===== config.mk =====
export PLATFORM = sky130hd
export DESIGN_NAME = pipeline_pc_gen_flat
export DESIGN_NICKNAME = d
export VERILOG_FILES = /design/src/rtl/pipeline_pc_gen_if.sv /design/src/rtl/pipeline_pc_gen.sv /design/src/flat_wrapper.sv
export SDC_FILE = /design/constraint.sdc
export NUM_CORES = 1
export LEC_CHECK = 0
export ABC_AREA = 1
export BUFFER_PORTS_ARGS = -buffer_cell sky130_fd_sc_hd__buf_4
export CAP_MARGIN = 20
export CORE_AREA = 2 2 120 122
export CTS_CLUSTER_SIZE = 12
export DETAILED_ROUTE_END_ITERATION = 8
export DIE_AREA = 0 0 122 124
export GPL_TIMING_DRIVEN = 0
export PLACE_DENSITY = 0.73
export SETUP_SLACK_MARGIN = 0.1
export SYNTH_ARGS = -nofsm -noshare
export SYNTH_HDL_FRONTEND = slang
export SYNTH_SLANG_ARGS = --single-unit

===== constraint.sdc =====
create_clock -name clk -period 2.88 [get_ports clk]
set_input_delay 0.144 -clock clk [delete_from_list [all_inputs] [get_ports clk]]
set_output_delay 0.144 -clock clk [all_outputs]
set_load 0.02 [all_outputs]

===== src/rtl/pipeline_pc_gen_if.sv =====
// Fetch PC generator port bundle: stall, redirect channels,
// BTB update inputs and PC/history/status outputs.
interface pipeline_pc_gen_if #(
  parameter int XLEN         = 32,
  parameter int NUM_REDIRECT = 2,
  parameter int HIST_DEPTH   = 2
);
  logic                         stall;
  logic [NUM_REDIRECT-1:0]      redirect_valid;
  logic [NUM_REDIRECT*XLEN-1:0] redirect_pc;
  logic                         btb_upd_valid;
  logic [XLEN-1:0]              btb_upd_pc;
  logic [XLEN-1:0]              btb_upd_target;
  logic [XLEN-1:0]              pc;
  logic [HIST_DEPTH*XLEN-1:0]   pc_hist;
  logic                         pend_valid;
  logic                         pred_taken;

  modport master (
    output stall, redirect_valid, redirect_pc,
    output btb_upd_valid, btb_upd_pc, btb_upd_target,
    input  pc, pc_hist, pend_valid, pred_taken
  );

  modport slave (
    input  stall, redirect_valid, redirect_pc,
    input  btb_upd_valid, btb_upd_pc, btb_upd_target,
    output pc, pc_hist, pend_valid, pred_taken
  );
endinterface


===== src/rtl/pipeline_pc_gen.sv =====
// Fetch PC generator: prioritised redirects, pending latch, PC history.
// Optional direct-mapped BTB built when PC_BTB_EN is defined.
module pipeline_pc_gen #(
  parameter int              XLEN         = 32,
  parameter logic [XLEN-1:0] RESET_PC     = 32'h6000_0000,
  parameter int              NUM_REDIRECT = 2,
  parameter int              HIST_DEPTH   = 2,
  parameter int              BTB_ENTRIES  = 16
) (
  input logic              clk,
  input logic              rst,
  pipeline_pc_gen_if.slave bus
);

  localparam int IW = (NUM_REDIRECT > 1) ? $clog2(NUM_REDIRECT) : 1;

  logic [XLEN-1:0] pc_q, pc_d;
  logic [XLEN-1:0] hist_q [HIST_DEPTH];
  logic            pend_q, pend_d;
  logic [IW-1:0]   pidx_q, pidx_d;
  logic [XLEN-1:0] ppc_q, ppc_d;

  logic            live;
  logic [IW-1:0]   live_idx;
  logic [XLEN-1:0] live_pc;
  logic            btb_hit;
  logic [XLEN-1:0] btb_tgt;

  // Scan high to low so the lowest active channel wins.
  always_comb begin
    live     = 1'b0;
    live_idx = '0;
    live_pc  = '0;
    for (int i = NUM_REDIRECT - 1; i >= 0; i--) begin
      if (bus.redirect_valid[i]) begin
        live     = 1'b1;
        live_idx = IW'(i);
        live_pc  = bus.redirect_pc[i*XLEN +: XLEN];
      end
    end
  end

`ifdef PC_BTB_EN
  localparam int IB = $clog2(BTB_ENTRIES);
  localparam int TW = XLEN - IB - 2;

  logic            btb_v_q   [BTB_ENTRIES];
  logic [TW-1:0]   btb_tag_q [BTB_ENTRIES];
  logic [XLEN-1:0] btb_tgt_q [BTB_ENTRIES];
  logic [IB-1:0]   rd_idx;
  logic [IB-1:0]   wr_idx;
  logic            unused_lo;

  assign rd_idx    = pc_q[IB+1:2];
  assign wr_idx    = bus.btb_upd_pc[IB+1:2];
  assign unused_lo = ^bus.btb_upd_pc[1:0];
  assign btb_hit   = btb_v_q[rd_idx] &&
                     (btb_tag_q[rd_idx] == pc_q[XLEN-1:IB+2]);
  assign btb_tgt   = btb_tgt_q[rd_idx];

  always_ff @(posedge clk) begin
    if (rst) begin
      for (int e = 0; e < BTB_ENTRIES; e++) begin
        btb_v_q[e] <= 1'b0;
      end
    end else if (bus.btb_upd_valid) begin
      btb_v_q[wr_idx]   <= 1'b1;
      btb_tag_q[wr_idx] <= bus.btb_upd_pc[XLEN-1:IB+2];
      btb_tgt_q[wr_idx] <= bus.btb_upd_target;
    end
  end
`else
  logic unused_btb;

  assign btb_hit    = 1'b0;
  assign btb_tgt    = '0;
  assign unused_btb = ^{bus.btb_upd_valid, bus.btb_upd_pc,
                        bus.btb_upd_target, BTB_ENTRIES[0]};
`endif

  always_comb begin
    pc_d   = pc_q;
    pend_d = pend_q;
    pidx_d = pidx_q;
    ppc_d  = ppc_q;
    if (!bus.stall) begin
      pend_d = 1'b0;
      if (live)         pc_d = live_pc;
      else if (pend_q)  pc_d = ppc_q;
      else if (btb_hit) pc_d = btb_tgt;
      else              pc_d = pc_q + XLEN'(4);
    end else if (live && (!pend_q || live_idx <= pidx_q)) begin
      pend_d = 1'b1;
      pidx_d = live_idx;
      ppc_d  = live_pc;
    end
  end

  always_ff @(posedge clk) begin
    if (rst) begin
      pc_q   <= RESET_PC;
      pend_q <= 1'b0;
      pidx_q <= '0;
      ppc_q  <= '0;
      for (int k = 0; k < HIST_DEPTH; k++) begin
        hist_q[k] <= RESET_PC - XLEN'(4);
      end
    end else begin
      pc_q   <= pc_d;
      pend_q <= pend_d;
      pidx_q <= pidx_d;
      ppc_q  <= ppc_d;
      if (!bus.stall) begin
        hist_q[0] <= pc_q;
        for (int k = 1; k < HIST_DEPTH; k++) begin
          hist_q[k] <= hist_q[k-1];
        end
      end
    end
  end

  assign bus.pc         = pc_q;
  assign bus.pend_valid = pend_q;
  assign bus.pred_taken = btb_hit;

  for (genvar g = 0; g < HIST_DEPTH; g++) begin : g_hist
    assign bus.pc_hist[g*XLEN +: XLEN] = hist_q[g];
  end

endmodule


===== src/flat_wrapper.sv =====
// flat-port wrapper written by rule: the top's interface ports become plain ports
module pipeline_pc_gen_flat 
#(
  parameter int              XLEN         = 32,
  parameter logic [XLEN-1:0] RESET_PC     = 32'h6000_0000,
  parameter int              NUM_REDIRECT = 2,
  parameter int              HIST_DEPTH   = 2,
  parameter int              BTB_ENTRIES  = 16
)
  (clk, rst, bus_stall, bus_redirect_valid, bus_redirect_pc, bus_btb_upd_valid, bus_btb_upd_pc, bus_btb_upd_target, bus_pc, bus_pc_hist, bus_pend_valid, bus_pred_taken);
  pipeline_pc_gen_if #(.XLEN(XLEN), .NUM_REDIRECT(NUM_REDIRECT), .HIST_DEPTH(HIST_DEPTH)) bus_i ();
  input logic clk;
  input logic rst;
  input wire logic [$bits(bus_i.stall)-1:0] bus_stall;
  input wire logic [$bits(bus_i.redirect_valid)-1:0] bus_redirect_valid;
  input wire logic [$bits(bus_i.redirect_pc)-1:0] bus_redirect_pc;
  input wire logic [$bits(bus_i.btb_upd_valid)-1:0] bus_btb_upd_valid;
  input wire logic [$bits(bus_i.btb_upd_pc)-1:0] bus_btb_upd_pc;
  input wire logic [$bits(bus_i.btb_upd_target)-1:0] bus_btb_upd_target;
  output wire logic [$bits(bus_i.pc)-1:0] bus_pc;
  output wire logic [$bits(bus_i.pc_hist)-1:0] bus_pc_hist;
  output wire logic [$bits(bus_i.pend_valid)-1:0] bus_pend_valid;
  output wire logic [$bits(bus_i.pred_taken)-1:0] bus_pred_taken;
  assign bus_i.stall = bus_stall;
  assign bus_i.redirect_valid = bus_redirect_valid;
  assign bus_i.redirect_pc = bus_redirect_pc;
  assign bus_i.btb_upd_valid = bus_btb_upd_valid;
  assign bus_i.btb_upd_pc = bus_btb_upd_pc;
  assign bus_i.btb_upd_target = bus_btb_upd_target;
  assign bus_pc = bus_i.pc;
  assign bus_pc_hist = bus_i.pc_hist;
  assign bus_pend_valid = bus_i.pend_valid;
  assign bus_pred_taken = bus_i.pred_taken;
  pipeline_pc_gen #(.XLEN(XLEN), .RESET_PC(RESET_PC), .NUM_REDIRECT(NUM_REDIRECT), .HIST_DEPTH(HIST_DEPTH), .BTB_ENTRIES(BTB_ENTRIES)) u_core (.clk(clk), .rst(rst), .bus(bus_i));
endmodule

==> results of run 1 <==
-- cell families (layout without fill, tap and decap cells) --
kind of cell    count (synthesis)  in the layout  synth area share, %
fa+ha+maj                       1              1                0.204
other cells                     1              1               0.0610
compound gates                130            130                 12.5
flops                         130            130                 52.8
buf+inv                        79            277                 5.52
xor+xnor                        6              6                0.855
simple gates                  396            396                 28.1
-- synth_stat cells, types with 7 or more instances --
cell type    n
a21oi_1     39
a22o_1      22
a22oi_1      9
buf_2       17
clkbuf_1    12
dfxtp_1     66
edfxtp_1    64
inv_1       41
nand2_1    212
nand2_2      7
nand3_1     25
nor2_1      97
nor2_2       9
nor2_4       8
o21ai_0     45
o21ai_1      9
or2_2       29
-- metal layers --
layer | up-vias | wire, µm | track usage, %
li1 | 2819 | - | -
met2 | 236 | 7420 | 34.7
met1 | 2476 | 7140 | 28.7
met5 | - | 0 | 0
met3 | 24 | 1250 | 5.54
met4 | 0 | 276 | 5.82
-- state kept, by name, indices dropped and copies added, names as in the netlist --
register,cells
u_core.bus.pc,32
u_core.bus.pend_valid,1
u_core.pidx_q,1
u_core.hist_q,64
u_core.ppc_q,32
-- power groups by stage --
stage               combinational (mW)  clock, mW  sequential (mW)
floorplan                        0.263          0             2.24
global placement                 0.609          0             2.17
detailed placement               0.618          0             2.17
CTS                              0.622       2.09             2.13
global route                     0.681       2.18             2.15
finish                           0.622       2.07             2.14
-- worst paths after layout --
path | depth (start not counted) | slack [ps] | endpoint | from
setup / recovery | 9 | 940 | u_core.pidx_q$_SDFFE_PP0P_ | u_core.bus.pend_valid$_SDFFE_PP0P_
hold / removal | 3 | 40 | u_core.ppc_q[9]$_SDFFE_PP0P_ | bus_redirect_pc[41]
setup reg to reg | 9 | 940 | u_core.pidx_q$_SDFFE_PP0P_ | u_core.bus.pend_valid$_SDFFE_PP0P_
hold reg to reg | 2 | 480 | u_core.bus.pc[31]$_SDFFE_PP0N_ | u_core.bus.pc[31]$_SDFFE_PP0N_
-- layout make-up --
cell class,instances,area [µm²],share of cell area (%)
plain buffers,33,169,2.06
clock buffers,24,504,6.15
clock inverters,8,73.8,0.900
inverters,46,173,2.11
multi-input cells,534,2560,31.2
flip-flops and latches,130,3240,39.5
well taps,180,225,2.75
repair buffers,166,1250,15.3
-- what timing repair did --
item,in CTS,in global routing
hold buffers,2,0
endpoints found under the hold margin,1,0
gates resized for setup,0,0
-- critical path, delay by kind of cell, from the launching register on --
kind | cells | cell delay [ps]
flops | 1 | 320
simple gates | 4 | 300
buf+inv | 4 | 1090
compound gates | 1 | 170
==> flow_summary.json, run 1 <==
{
  "async_reset_ff_share_pct": 0,
  "setup_violations": 0,
  "grt_max_degree": 74,
  "path_cells": "inv_1, nor2_1, nand2_1, nand3_2, inv_2, buf_2, nor2_1, a211oi_1, dlygate4sd3_1",
  "syn_nets": 878,
  "ys_top_cells_by_area": "edfxtp_1 (31%), dfxtp_1 (22%), nand2_1 (13%)",
  "final_cell_mix": "nand2_1 (212), buf_4 (168), nor2_1 (97), dfxtp_1 (66), edfxtp_1 (64)",
  "vdd_drop_max_v": 0.000429,
  "nets": 1063,
  "post_cts_buffers": 0,
  "rsz0062_at_grt": "false",
  "drtIter0Drc": 485,
  "internal-power_mw": 3.62,
  "track_usage_pct": 21.5,
  "whs_ps": 40.4,
  "instances_no_fill": 1121,
  "port-buffer-count": 164,
  "cts_tree": "done",
  "dr.pass1.iters": 7,
  "synth.top_cell.area_share_pct": 31.3,
  "htreeDepth": 4,
  "cts_made_buffers": 17,
  "slowest_delay_ps": 580,
  "die_area_um2": 15100,
  "synth_seq_cells": 130,
  "vias": 5555,
  "synth_edf_count": 64,
  "viasPerCell": 4.96,
  "path_clk_slew_ps": 60,
  "start_util_pct": 44.8,
  "crit_arrival_ps": 2290,
  "overflow": 0,
  "clock_path_buffers": 2,
  "min_period_ps": 1940,
  "power_leakage_nw": 3.43,
  "post-dp-hpwl_um": 12300,
  "drt-total-wl_um": 16100,
  "worstSetupStartpointType": "register",
  "max-cap-violations": 0,
  "worstPathRequired_ps": 3230,
  "worstPathMaxFanout": 10,
  "pwr-share-comb_pct": 12.9,
  "syn-cell-area_um2": 6140,
  "ios": 232,
  "cts.sinks": 130,
  "place_congestion": 0.894,
  "grt_pass1_wl_um": 25100,
  "fin_crit_sh_pct": 67.3,
  "endpoint_kind": "register",
  "worst_pin_slew_ps": 857,
  "hold_class": "input pin to register",
  "rows": 43,
  "die_h_um": 124,
  "fin_tns_setup_ps": 0,
  "core_area_um2": 13700,
  "drive_gt1_share_pct": 29.0,
  "clock.fmax_ghz": 0.516,
  "route.antenna.remaining_nets": 0,
  "post_drt_wl_per_cell_um": 14.3,
  "yosysTopAreaCell": "edfxtp_1",
  "place_ws_ps": 1080,
  "crit_type": "register to register",
  "drc": 0,
  "fin_ws_ps": 940,
  "synth_area_per_cell_um2": 8.27,
  "synth.distinct_cells": 32,
  "grt_pass1_vias": 4999,
  "p_sw_mw": 1.20,
  "p_seq_share_pct": 44.3,
  "cts_root_buf": "clkbuf_16",
  "max-slew-margin-rel_pct": 42.8,
  "die_x_um": 122,
  "synthToLayoutAreaGrowth_pct": 33.5,
  "powerDensity_nw_per_um2": 588,
  "final_cell_area_um2": 8200,
  "ys_seq_area_share_pct": 52.8,
  "hold_violations": 0,
  "synthFlopType": "dfxtp_1",
  "fin_skew_ps": 7.49,
  "dp_cells": 1087,
  "yosysWarnings": 0,
  "final_common_cell": "nand2_1",
  "place_area_um2": 7600,
  "cp_common_cell": "nor2_1",
  "clockPowerShare_pct": 42.8,
  "swShare_pct": 24.9,
  "syn_inst": 743,
  "maxSlewViolCount": 0,
  "final_util_pct": 59.8,
  "diodes": 0,
  "clk_latency_ps": 410,
  "status": "complete, no violations",
  "antenna_found_initial": 1,
  "n_fill_cell": 1272,
  "cpMaxStageDelayCell": "dlygate4sd3_1",
  "total_power_mw": 4.83
}
Power figures use the tool's default switching activity.
==> run 2: changes to the inputs <==
==> constraint.sdc (replaced) <==
create_clock -name clk -period 1.8 [get_ports clk]
set_input_delay 0.09 -clock clk [delete_from_list [all_inputs] [get_ports clk]]
set_output_delay 0.09 -clock clk [all_outputs]
set_load 0.02 [all_outputs]
==> run 2 against run 1 <==
  * First-iteration DRC count is 12% lower
  * Global-route usage grew 0.098 points
  * Cell count grew 0.54%
  * Fmax is 24% higher
  * Worst hold slack got worse by 30 ps
  * Count of clock-buffer cells in the layout unchanged
  * Utilization up 0.64 points
  * Largest cell class unchanged
==> flow_summary.json, run 2 (same netlist as run 1, synthesis figures left out) <==
{
  "top_register": "u_core.hist_q",
  "die_x_um": 122,
  "min_period_ps": 1560,
  "rr_worst_depth": 10,
  "grt_pass1_vias": 5039,
  "diodes": 0,
  "whs_ps": 10.9,
  "endpoint_kind": "register",
  "viasPerCell": 4.92,
  "drt-total-wl_um": 16200,
  "drtIter0Drc": 425,
  "synthToLayoutAreaGrowth_pct": 34.9,
  "place_ws_ps": 49.8,
  "fin_crit_sh_pct": 86.8,
  "cp.depth": 10,
  "post_drt_wl_per_cell_um": 14.4,
  "worst_pin_slew_ps": 855,
  "track_usage_pct": 21.5,
  "antenna_found_initial": 1,
  "grt_pass1_wl_um": 25200,
  "cpLargestDelayFamily": "simple AND/OR/NAND/NOR gates",
  "largest_reg_flops": 64,
  "start_util_pct": 44.8,
  "rows": 43,
  "cts.sinks": 130,
  "max-cap-violations": 0,
  "clk_latency_ps": 410,
  "hold_violations": 0,
  "core_area_um2": 13700,
  "ios": 232,
  "slowest_delay_ps": 380,
  "cts_made_buffers": 17,
  "die_h_um": 124,
  "hold_class": "input pin to register",
  "crit_arrival_ps": 1830,
  "route.antenna.remaining_nets": 0,
  "worstPathRequired_ps": 2070,
  "power_leakage_nw": 3.45,
  "final_cell_mix": "nand2_1 (211), buf_4 (170), nor2_1 (97), edfxtp_1 (64), dfxtp_1 (60)",
  "startpoint": "u_core.bus.pc[3]$_SDFFE_PP0N_",
  "total_power_mw": 7.73,
  "powerDensity_nw_per_um2": 932,
  "grt_max_degree": 74,
  "nets": 1069,
  "die_area_um2": 15100,
  "cts_tree": "done",
  "port-buffer-count": 164,
  "hp-start": "bus_redirect_pc[35]",
  "setup_violations": 0,
  "final_common_cell": "nand2_1",
  "post-dp-hpwl_um": 12300,
  "final_util_pct": 60.4,
  "drc": 0,
  "clock.fmax_ghz": 0.640,
  "endpoint": "u_core.bus.pc[20]$_SDFFE_PP0N_",
  "maxSlewViolCount": 0,
  "clock_path_buffers": 2,
  "max-slew-margin-rel_pct": 43.0,
  "timing.rr.start": "u_core.bus.pc[3]$_SDFFE_PP0N_",
  "drive_gt1_share_pct": 29.9,
  "fin_skew_ps": 9.56,
  "reg2reg_slack_ps": 240,
  "htreeDepth": 4,
  "vias": 5550,
  "rsz0062_at_grt": "true",
  "crit_type": "register to register",
  "dr.pass1.iters": 5,
  "fin_ws_ps": 238,
  "path_buf_inv": 0,
  "vdd_drop_max_v": 0.000657,
  "fin_tns_setup_ps": 0,
  "path_cells": "ha_4, nand2_2, nor2_4, nand2_4, nor2_4, nand3_1, nand3_1, nand2_1, nand2_1, o21ai_0",
  "path_clk_slew_ps": 60,
  "status": "complete, no violations",
  "reg2reg_to": "u_core.bus.pc[20]$_SDFFE_PP0N_",
  "worstPathMaxFanout": 6,
  "cts_root_buf": "clkbuf_16",
  "place_congestion": 0.894,
  "cpMaxStageDelayCell": "dfxtp_2",
  "worstSetupStartpointType": "register",
  "overflow": 0
}
==> run 2: cell types whose count changed in the layout (fill, tap and decap cells not counted), sizes merged <==
cell / change
dlygate4sd3: +4
buf: +2
==> run 2: report_power, final <==
group | internal, mW | switching (mW)
Sequential | 3.29 | 0.130
Clock | 2.09 | 1.21
Combinational | 0.423 | 0.581
==> run 2: repair_timing <==
item	4_1_cts	5_1_grt
hold buffers	6	0
setup endpoints to repair	2	8
cloned	0	0
resized for setup	1	10
pin swaps	1	2
setup buffers	1	1
endpoints found under the hold margin	4	0
==> run 2: how the worst min path moves through the flow <==
stage,endpoint,slack [ps],cells after the start
6_report,u_core.ppc_q[3]$_SDFFE_PP0P_,10,3
5_1_grt,u_core.ppc_q[29]$_SDFFE_PP0P_,10,3
4_1_cts,u_core.ppc_q[29]$_SDFFE_PP0P_,2,3
3_5_place_dp,u_core.pidx_q$_SDFFE_PP0P_,310,2
3_3_place_gp,u_core.pidx_q$_SDFFE_PP0P_,310,2
2_1_floorplan,u_core.pidx_q$_SDFFE_PP0P_,170,1
==> run 2: worst reg2reg max path: stages (launching register included) <==
cell     delay, ps
dfxtp_2        380
ha_4           160
nand2_2         70
nor2_4         150
nand2_4        100
nor2_4         210
nand3_1        100
nand3_1         90
nand2_1         50
nand2_1         50
o21ai_0         60
==> run 2: per-stage QoR <==
stage / instances / cell area, µm²
finish: 1127 / 8290
global placement: 1087 / 7600
CTS: 1126 / 8250
floorplan: 743 / 6140
global route: 1127 / 8290
detailed placement: 1087 / 7600
==> run 2: area by class of cell <==
type	instances	area [µm²]
multi-input cells	534	2590
repair buffers	172	1310
clock buffers	24	504
fillers	1267	5430
inverters	46	173
flip-flops and latches	130	3250
well taps	180	225
clock inverters	8	73.8
plain buffers	33	169
==> run 2: per-layer routing <==
layer | vias to the layer above | GRT usage (%) | wire length, µm
met4 | 0 | 6.18 | 316
met5 | - | 0 | 0
li1 | 2828 | - | -
met3 | 25 | 5.40 | 1220
met2 | 222 | 34.9 | 7500
met1 | 2475 | 28.7 | 7160
